==> src/rtl/mux_pkg.sv <==
// Shared encodings for the 2:1 stream mux and its demux counterpart.
// Keeping the select encoding here stops out_sel and demux s from drifting apart.
package mux_pkg;

    localparam logic SEL_CH0 = 1'b0;
    localparam logic SEL_CH1 = 1'b1;

    // Output register occupancy; the encoding matches out_valid bit-for-bit.
    typedef enum logic {
        ST_EMPTY = 1'b0,
        ST_FULL  = 1'b1
    } out_state_e;

    // Channel index to one-hot request/grant position.
    function automatic logic [1:0] sel_to_onehot(input logic sel);
        return (sel == SEL_CH1) ? 2'b10 : 2'b01;
    endfunction

endpackage

==> src/rtl/rr_arb_2.sv <==
// Two-requester round-robin arbiter; owns the last_sel history flop.
// last_sel only moves when a grant is actually consumed (advance).
module rr_arb_2 (
    input  logic       clk,
    input  logic       rst,
    input  logic [1:0] req,
    input  logic       advance,
    output logic [1:0] grant,
    output logic       grant_idx
);
    import mux_pkg::*;

    logic last_sel;

    always_comb begin
        grant     = 2'b00;
        grant_idx = SEL_CH0;
        case (req)
            2'b01: begin
                grant_idx = SEL_CH0;
                grant     = sel_to_onehot(SEL_CH0);
            end
            2'b10: begin
                grant_idx = SEL_CH1;
                grant     = sel_to_onehot(SEL_CH1);
            end
            2'b11: begin
                // Contention: the channel that did not win last time goes first.
                grant_idx = ~last_sel;
                grant     = sel_to_onehot(~last_sel);
            end
            default: begin
                grant     = 2'b00;
                grant_idx = SEL_CH0;
            end
        endcase
    end

    // Reset to CH1 so that channel 0 wins the first contention.
    always_ff @(posedge clk or posedge rst) begin
        if (rst) begin
            last_sel <= SEL_CH1;
        end else if (advance && (grant != 2'b00)) begin
            last_sel <= grant_idx;
        end
    end

endmodule

==> src/rtl/stream_mux_2x1.sv <==
// Registered 2:1 valid/ready stream merge with round-robin arbitration.
// Each output beat is tagged on out_sel with the channel it came from.
//
// Handshake: a beat moves across an interface on a rising edge where valid
// and ready are both high. Upstream holds valid/data until ready and never
// derives valid from ready; out_* change only on a handshake or on reset.
module stream_mux_2x1 #(
    parameter int DATA_W = 8
) (
    input  logic              clk,
    input  logic              rst,
    input  logic              in0_valid,
    input  logic [DATA_W-1:0] in0_data,
    output logic              in0_ready,
    input  logic              in1_valid,
    input  logic [DATA_W-1:0] in1_data,
    output logic              in1_ready,
    output logic              out_valid,
    output logic [DATA_W-1:0] out_data,
    output logic              out_sel,
    input  logic              out_ready
);
    import mux_pkg::*;

    out_state_e        state_q;
    out_state_e        state_d;
    logic              load;
    logic              any_grant;
    logic [1:0]        grant;
    logic              grant_idx;
    logic [DATA_W-1:0] data_q;
    logic              sel_q;

    // Register may take a new beat when empty or when its beat leaves this cycle.
    assign load      = (state_q == ST_EMPTY) || out_ready;
    assign any_grant = (grant != 2'b00);

    rr_arb_2 u_arb (
        .clk       (clk),
        .rst       (rst),
        .req       ({in1_valid, in0_valid}),
        .advance   (load && !rst),
        .grant     (grant),
        .grant_idx (grant_idx)
    );

    always_ff @(posedge clk or posedge rst) begin
        if (rst) begin
            state_q <= ST_EMPTY;
        end else begin
            state_q <= state_d;
        end
    end

    always_comb begin
        state_d = state_q;
        if (load) begin
            state_d = any_grant ? ST_FULL : ST_EMPTY;
        end
    end

    // Readies are gated by rst because reset empties the register, which would
    // otherwise raise load while rst is still held.
    always_comb begin
        in0_ready = 1'b0;
        in1_ready = 1'b0;
        if (!rst && load) begin
            in0_ready = grant[0] && in0_valid;
            in1_ready = grant[1] && in1_valid;
        end
    end

    always_ff @(posedge clk or posedge rst) begin
        if (rst) begin
            data_q <= '0;
            sel_q  <= SEL_CH0;
        end else if (load && any_grant) begin
            data_q <= (grant_idx == SEL_CH1) ? in1_data : in0_data;
            sel_q  <= grant_idx;
        end
    end

    assign out_valid = (state_q == ST_FULL);
    assign out_data  = data_q;
    assign out_sel   = sel_q;

endmodule
==> config.mk <==
export PLATFORM = sky130hd
export DESIGN_NAME = stream_mux_2x1
export DESIGN_NICKNAME = d
export VERILOG_FILES = /design/src/rtl/mux_pkg.sv /design/src/rtl/rr_arb_2.sv /design/src/rtl/stream_mux_2x1.sv
export SDC_FILE = /design/constraint.sdc
export NUM_CORES = 1
export LEC_CHECK = 0
export ABC_CLOCK_PERIOD_IN_PS = 2560
export CAP_MARGIN = 0
export CORE_AREA = 3 3 42 48
export CTS_CLUSTER_DIAMETER = 40
export DETAILED_ROUTE_END_ITERATION = 8
export DIE_AREA = 0 0 45 51
export GPL_ROUTABILITY_DRIVEN = 0
export GPL_TIMING_DRIVEN = 1
export PLACE_DENSITY = 0.78
export SLEW_MARGIN = 20
export SYNTH_ARGS = -nofsm -noshare
export SYNTH_HDL_FRONTEND = slang
export SYNTH_SLANG_ARGS = --single-unit
==> constraint.sdc <==
create_clock -name clk -period 2.56 [get_ports clk]
set_input_delay 0.384 -clock clk [delete_from_list [all_inputs] [get_ports clk]]
set_output_delay 0.384 -clock clk [all_outputs]
set_load 0.02 [all_outputs]
After elaboration in Yosys (flattened, before gate mapping)
Cells that the tools add are included.
{"block": "op_classes", "multipliers": 0, "n_lt_le_gt_ge": 0, "reduce_logical": 8, "n_shift": 0, "muxes": 7, "div_mod_pow": 0, "n_eq_ne": 3, "bitwise": 2, "add_sub_neg": 0}
{"cell": "two-way mux 8 bit", "count": 1}
{"cell": "one-hot mux 2 bit (3 select lines)", "count": 1}
{"cell": "logical AND 1 bit", "count": 5}
{"cell": "equality test 2 bit (second input constant)", "count": 2}
{"cell": "two-way mux 1 bit", "count": 3}
{"cell": "equality test 2 x 1 -> 1 bit (second input constant)", "count": 1}
{"cell": "two-way mux 2 bit", "count": 1}
{"cell": "NOT 1 bit", "count": 2}
{"cell": "one-hot mux 1 bit (2 select lines)", "count": 1}
{"cell": "nonzero test 2 bit", "count": 1}
{"cell": "zero test 1 bit", "count": 1}
{"cell": "logical OR 1 bit", "count": 1}
{"block": "word_totals", "latchBits": 0, "mem_bits_ro": 0, "elab_cells": 24, "ram_bits": 0, "reg_bits": 11, "n_memories": 0}

Longest topological paths before layout
Gate-level depths: netlist of run 1.
{"block": "depth", "depth_word": 4, "depth_mapped": 5, "ltp_nobuf": 3}

Hierarchy
Synthesis of run 1 repeated with hierarchy kept, for this count alone.
{"block": "hier_totals", "cells_unflattened": 44, "hier_area_um2": 645.6}
{"mod": "stream_mux_2x1", "instances": 1, "cells_per_inst": 36, "seq_area_each_um2": 250.2, "area_each_um2": 578.1}
{"mod": "rr_arb_2", "instances": 1, "cells_per_inst": 8, "seq_area_each_um2": 26.3, "area_each_um2": 67.6}

Worst setup path after synthesis of run 1
OpenSTA, ideal clock, no wires.
{"block": "synth_timing", "kind": "register to output", "start": "register state_q (netlist: out_valid)", "end": "output port in0_ready", "setup_slack_ps": 978, "stages_incl_launch_ff": 4, "t_arrival_ps": 1198, "required_ps": 2176, "cell_sequence": "dfrtp_1 -> nand2b_1 -> nand2_1 -> nor3_1"}
{"block": "synth_between", "elab_chain_len": 4}
{"element": "start: declaration", "line": "stream_mux_2x1.sv:25", "text": "out_state_e state_q;"}
{"element": "start signal: assignment", "line": "stream_mux_2x1.sv:51", "text": "state_q <= state_d;"}
{"element": "NOT 1 bit", "line": "stream_mux_2x1.sv:35", "text": "assign load = (state_q == ST_EMPTY) || out_ready;"}
{"element": "logical OR 1 bit", "line": "stream_mux_2x1.sv:35"}
{"element": "logical AND 1 bit", "line": "stream_mux_2x1.sv:67", "text": "if (!rst && load) begin"}
{"element": "two-way mux 1 bit", "line": "stream_mux_2x1.sv:67"}
{"element": "end: declaration", "line": "stream_mux_2x1.sv:14", "text": "output logic in0_ready,"}
No other way between the ends.

Worst setup path in the final report of run 1
{"block": "layout_timing", "start": "input port out_ready", "end": "output port in0_ready"}
{"block": "layout_between", "elab_chain_len": 3}
{"element": "start: declaration", "line": "stream_mux_2x1.sv:21", "text": "input logic out_ready"}
{"element": "logical OR 1 bit", "line": "stream_mux_2x1.sv:35"}
{"element": "logical AND 1 bit", "line": "stream_mux_2x1.sv:67"}
{"element": "two-way mux 1 bit", "line": "stream_mux_2x1.sv:67"}
No other way between the ends.

==> results of run 1 <==
-- kinds of logic (layout without fill, tap and decap cells) --
| logic type | Yosys count | count (layout) | share of synthesized area (%) |
|---|---|---|---|
| and+or+nand+nor | 24 | 24 | 17.6 |
| AOI/OAI and AO/OA | 21 | 21 | 31.4 |
| DFF | 11 | 11 | 44.7 |
| buffers and inverters | 5 | 40 | 6.27 |
-- synth_stat cells --
library cell	instances
and2_4	1
a41oi_1	1
buf_4	1
a21oi_1	8
a31oi_4	1
nand2b_1	2
a21bo_1	1
inv_1	1
clkbuf_2	1
dfstp_2	1
a22o_1	1
a21boi_2	1
nor2b_1	1
dfrtp_1	10
nand2_1	17
or2_1	1
a31oi_1	1
and3_1	1
buf_6	2
nor3_1	1
a31oi_2	7
-- how the worst max path moves through the flow --
| stage | start | to | slack, ns | depth (start not counted) |
|---|---|---|---|---|
| 2_1_floorplan | out_valid$_DFFE_PP0N_ | in0_ready | 0.98 | 3 |
| 3_3_place_gp | out_ready | in0_ready | 0.23 | 5 |
| 3_5_place_dp | out_ready | in0_ready | 0.16 | 5 |
| 4_1_cts | out_ready | in0_ready | 0.15 | 5 |
| 5_1_grt | out_ready | in0_ready | 0.01 | 5 |
| 6_report | out_ready | in0_ready | 0.17 | 5 |
-- layer usage --
metal,vias to the layer above,track usage [%],routed length (um)
li1,286,-,-
met1,273,16.6,617
met2,21,26.7,779
met3,2,4.93,103
met4,0,5.85,13
met5,-,0,0
-- power by group --
part | total, mW | internal, mW | switching [mW]
registers | 0.226 | 0.206 | 0.0204
logic | 0.214 | 0.112 | 0.102
clock network | 0.117 | 0.0602 | 0.0565
total | 0.557 | 0.378 | 0.179
-- per-stage QoR --
stage          cells  hold WS (ns)  instance area, um2
2_1_floorplan     61         0.257                 618
3_3_place_gp     109         0.488                 947
3_5_place_dp     109         0.481                 947
4_1_cts          113         0.470                 973
5_1_grt          113         0.517                 973
6_report         113         0.469                 973
-- layout by cell type, fill, tap and decap left out --
master | Yosys | layout
clkbuf_4 | 0 | 3
inv_1 | 1 | 1
or2_1 | 1 | 1
nor2b_1 | 1 | 1
nor3_1 | 1 | 1
a21oi_1 | 8 | 8
a22o_1 | 1 | 1
a31oi_4 | 1 | 1
and2_4 | 1 | 1
a31oi_2 | 7 | 7
and3_1 | 1 | 1
dfstp_2 | 1 | 1
a21bo_1 | 1 | 1
nand2_1 | 17 | 17
nand2b_1 | 2 | 2
a21boi_2 | 1 | 1
buf_4 | 1 | 3
clkdlybuf4s50_1 | 0 | 32
dfrtp_1 | 10 | 10
a41oi_1 | 1 | 1
a31oi_1 | 1 | 1
clkbuf_1 | 0 | 1
-- flip-flops by register name, indices dropped and copies added (netlist names) --
name / cells
out_data: 8
out_valid: 1
out_sel: 1
u_arb.last_sel: 1
-- final cells by class --
type                       instances  area [um2]
sequential                        11         277
timing repair buffer              35         343
multi-input combinational         45         303
fill                             153         603
clock buffer                       4        26.3
inverter                           1        3.75
tap                               17        21.3
-- worst max-delay path: stages --
cell and delay [ns]:
clkdlybuf4s50_1 0.45, nand2b_1 0.24, nand2_1 0.11, nor3_1 0.18
clkdlybuf4s50_1 0.63
==> metrics.cfg, run 1 <==
[synth]
synthCells=61
syn-num-nets=82
synth.largest_area_cell=dfrtp_1
ys_types=21
yosysSeqAreaShare_pct=44.7
syn_area_um2=618
synth_area_leaders=dfrtp_1, a31oi_2, nand2_1, a21oi_1, dfstp_2
synth_seq_cells=11
yosysWarnings=0
avgSynthCellArea_um2=10.1
synth_top_area_share_pct=40.5

[final_layout]
antenna_cells=0
nets=118
final_util_pct=61.7
drive_gt1_share_pct=17.7
area_growth_pct=57.5

[clocking]
cts_root_buffer=clkbuf_4
clock-sinks=11
cts_setup_buffers=0
clkLatencyLatePin_ns=0.26
post_cts_resized=0
clk_pin_slew_ns=0.07
numCtsBuffers=3
cts_tree=built
cts-htree-levels=1
cts_hold_buf=0
max-clock-path-buffers=2

[sta]
setup_slack_ns=0.172
worst_pin_slew_ns=0.323
fmax_mhz=419
max-slew-margin-rel_pct=78.5
period_minus_slack_ns=2.39
drv_slew=0
hold_violations=0
setup_tns_ns=0
min_period_over_period_pct=93.3
rsz0062_at_grt=false
finalSetupViolCount=0
worst_clock_skew_ns=0.00423

[worst_setup_path]
worst-setup-path-type=in -> out
r2r_start=out_valid$_DFFE_PP0N_
crit_arrival_ns=2.00
cp-start-kind=primary input
crit_required_ns=2.18
crit_fanout=7
r2r_cells=4
worst_setup_path_end_kind=output port
r2r_end=out_data[7]$_DFFE_PP0P_
rrSetupSlack_ns=1.28

[global_route]
antenna_found_initial=0
grt_pass1_vias=627
grt-ovfl-total=0
track_usage_pct=15.3
grt_pass1_wl_um=2590
grt_max_degree=14

[detailed_routing]
route.detailed.drc=0
firstDrtPassIters=4
wl_um=1510
first_iter_violations=13
dr_total_vias=582
wl_per_cell_um=13.4
antenna_left=0
routed_via_density=5.15

[pwr]
power.density_mw_per_mm2=572
vdd_ir_drop_max_v=0.000300
finalPower_mw=0.557
leakagePower_nw=0.385

[hold_path]
hold_class=in -> async

[floorplan]
die_x_um=45
start_util_pct=39.2
ios=33
placementRows=15
die-area_mm2=0.00230
die_height_um=51
core_region_area_mm2=0.00158

[place]
pre_cts_ws_ns=0.162
dpl.hpwl_um=1170
port_buffers=32

[run]
max_cap_violations=0

[run_status]
outcome=finished clean

(Power assumes the default switching activity.)
==> inputs of run 2 (changes only) <==
--- a/config.mk
+++ b/config.mk
@@ -7,13 +7,15 @@
 export LEC_CHECK = 0
 export ABC_CLOCK_PERIOD_IN_PS = 2560
 export CAP_MARGIN = 0
-export CORE_AREA = 3 3 42 48
+export CELL_PAD_IN_SITES_DETAIL_PLACEMENT = 1
+export CELL_PAD_IN_SITES_GLOBAL_PLACEMENT = 2
+export CORE_AREA = 3 3 54 61
 export CTS_CLUSTER_DIAMETER = 40
 export DETAILED_ROUTE_END_ITERATION = 8
-export DIE_AREA = 0 0 45 51
+export DIE_AREA = 0 0 57 64
 export GPL_ROUTABILITY_DRIVEN = 0
 export GPL_TIMING_DRIVEN = 1
-export PLACE_DENSITY = 0.78
+export PLACE_DENSITY_LB_ADDON = 0.1
 export SLEW_MARGIN = 20
 export SYNTH_ARGS = -nofsm -noshare
 export SYNTH_HDL_FRONTEND = slang
==> metrics.cfg, run 2 (synthesized netlist as in run 1, its figures left out) <==
[sta]
rsz0062_at_grt=false
setup_tns_ns=0
max-slew-margin-rel_pct=75.1
period_minus_slack_ns=2.32
finalSetupViolCount=0
fmax_mhz=431
setup_slack_ns=0.240
min_period_over_period_pct=90.6
worst_clock_skew_ns=0.000320
drv_slew=0
worst_pin_slew_ns=0.373
hold_violations=0
hold_ws_ns=0.469

[pwr]
power.density_mw_per_mm2=567
vdd_ir_drop_max_v=0.000202
leakagePower_nw=0.385

[final_layout]
antenna_cells=0
largest_reg_flops=8
area_growth_pct=60.7
nets=118
final_cell_mix=clkdlybuf4s50_1, nand2_1, dfrtp_1, a21oi_1, a31oi_2
drive_gt1_share_pct=17.7
layout_commonest_cell=clkdlybuf4s50_1

[place]
pre_cts_ws_ns=0.271
port_buffers=32
dpl.hpwl_um=1250

[floorplan]
ios=33
die_x_um=57
core_region_area_mm2=0.00275
placementRows=20
start_util_pct=22.5
die_height_um=64
die-area_mm2=0.00365

[detailed_routing]
wl_per_cell_um=13.5
first_iter_violations=6
routed_via_density=4.56
dr_total_vias=588
firstDrtPassIters=3
wl_um=1750
antenna_left=0
route.detailed.drc=0

[worst_setup_path]
crit_arrival_ns=1.94
cpMaxStageDelayCell=clkdlybuf4s50_1
crit_chain=clkdlybuf4s50_1 -> a21boi_2 -> and3_1 -> clkdlybuf4s50_1
cp_common_cell=clkdlybuf4s50_1
worst_setup_path_end_kind=output port
crit_buf_inv=2
crit_fanout=5
critPathTopFamily=buffers and inverters
worst-setup-path-type=in -> out
cp-start-kind=primary input
crit_required_ns=2.18
slowest_delay_ns=0.62

[run_status]
outcome=finished clean

[global_route]
grt_max_degree=14
grt_pass1_vias=531
grt-ovfl-total=0
antenna_found_initial=0
grt_pass1_wl_um=2790
track_usage_pct=10.1

[clocking]
cts_setup_buffers=0
cts_tree=built
cts_hold_buf=0
clk_pin_slew_ns=0.07
post_cts_resized=0
cts_root_buffer=clkbuf_4
numCtsBuffers=3
clkLatencyLatePin_ns=0.26
clock-sinks=11
cts-htree-levels=1
max-clock-path-buffers=2

[run]
max_cap_violations=0

[hold_path]
hold_class=in -> async

==> run 2: metal layers <==
| layer | up-vias | GRT usage, % | part of all wire, % |
|---|---|---|---|
| met2 | 19 | 14.0 | 47 |
| li1 | 286 | - | - |
| met5 | - | 0 | 0 |
| met4 | 0 | 5.22 | 0.80 |
| met3 | 2 | 2.83 | 7.3 |
| met1 | 281 | 14.0 | 45 |
==> run 2: final timing paths <==
kind	startpoint	to	slack, ns	cells past startpoint
max	in1_valid	in1_ready	0.24	4
min	rst	out_data[2]$_DFFE_PP0P_	0.47	3
max reg2reg	u_arb.last_sel$_DFFE_PP1P_	out_data[0]$_DFFE_PP0P_	1.32	3
min reg2reg	out_sel$_DFFE_PP0P_	out_sel$_DFFE_PP0P_	0.51	1
max in group asynchronous	rst	u_arb.last_sel$_DFFE_PP1P_	1.86	3
min in group clk	out_sel$_DFFE_PP0P_	out_sel$_DFFE_PP0P_	0.51	1
==> run 2: layout make-up <==
| cell class | count | area (um2) |
|---|---|---|
| Inverter | 1 | 3.75 |
| Sequential cell | 11 | 277 |
| Clock buffer | 4 | 26.3 |
| Tap cell | 33 | 41.3 |
| Multi-Input combinational cell | 45 | 303 |
| Fill cell | 325 | 1760 |
| Timing Repair Buffer | 35 | 343 |
==> run 2: per-stage QoR <==
step                      util (%)  cells  cell area, um2  total power, mW
after floorplan                  -     61             618            0.344
after global placement        35.1    125             967            0.447
after detailed placement      35.1    125             967            0.450
after CTS                     36.1    129             993            0.576
after global routing          36.1    129             993            0.601
final                         36.1    129             993            0.563
==> run 2: power breakdown <==
group	switching [mW]	leakage (nW)	total (mW)	internal [mW]
Combinational	0.105	0.248	0.217	0.112
Clock	0.0607	0.0150	0.121	0.0602
Sequential	0.0196	0.122	0.225	0.206
==> run 2: worst reg2reg max path, cell delays in order, from the launching register on <==
cell     delay (ns)
dfstp_2        0.58
a21bo_1        0.32
nand2_1        0.15
a31oi_4        0.13
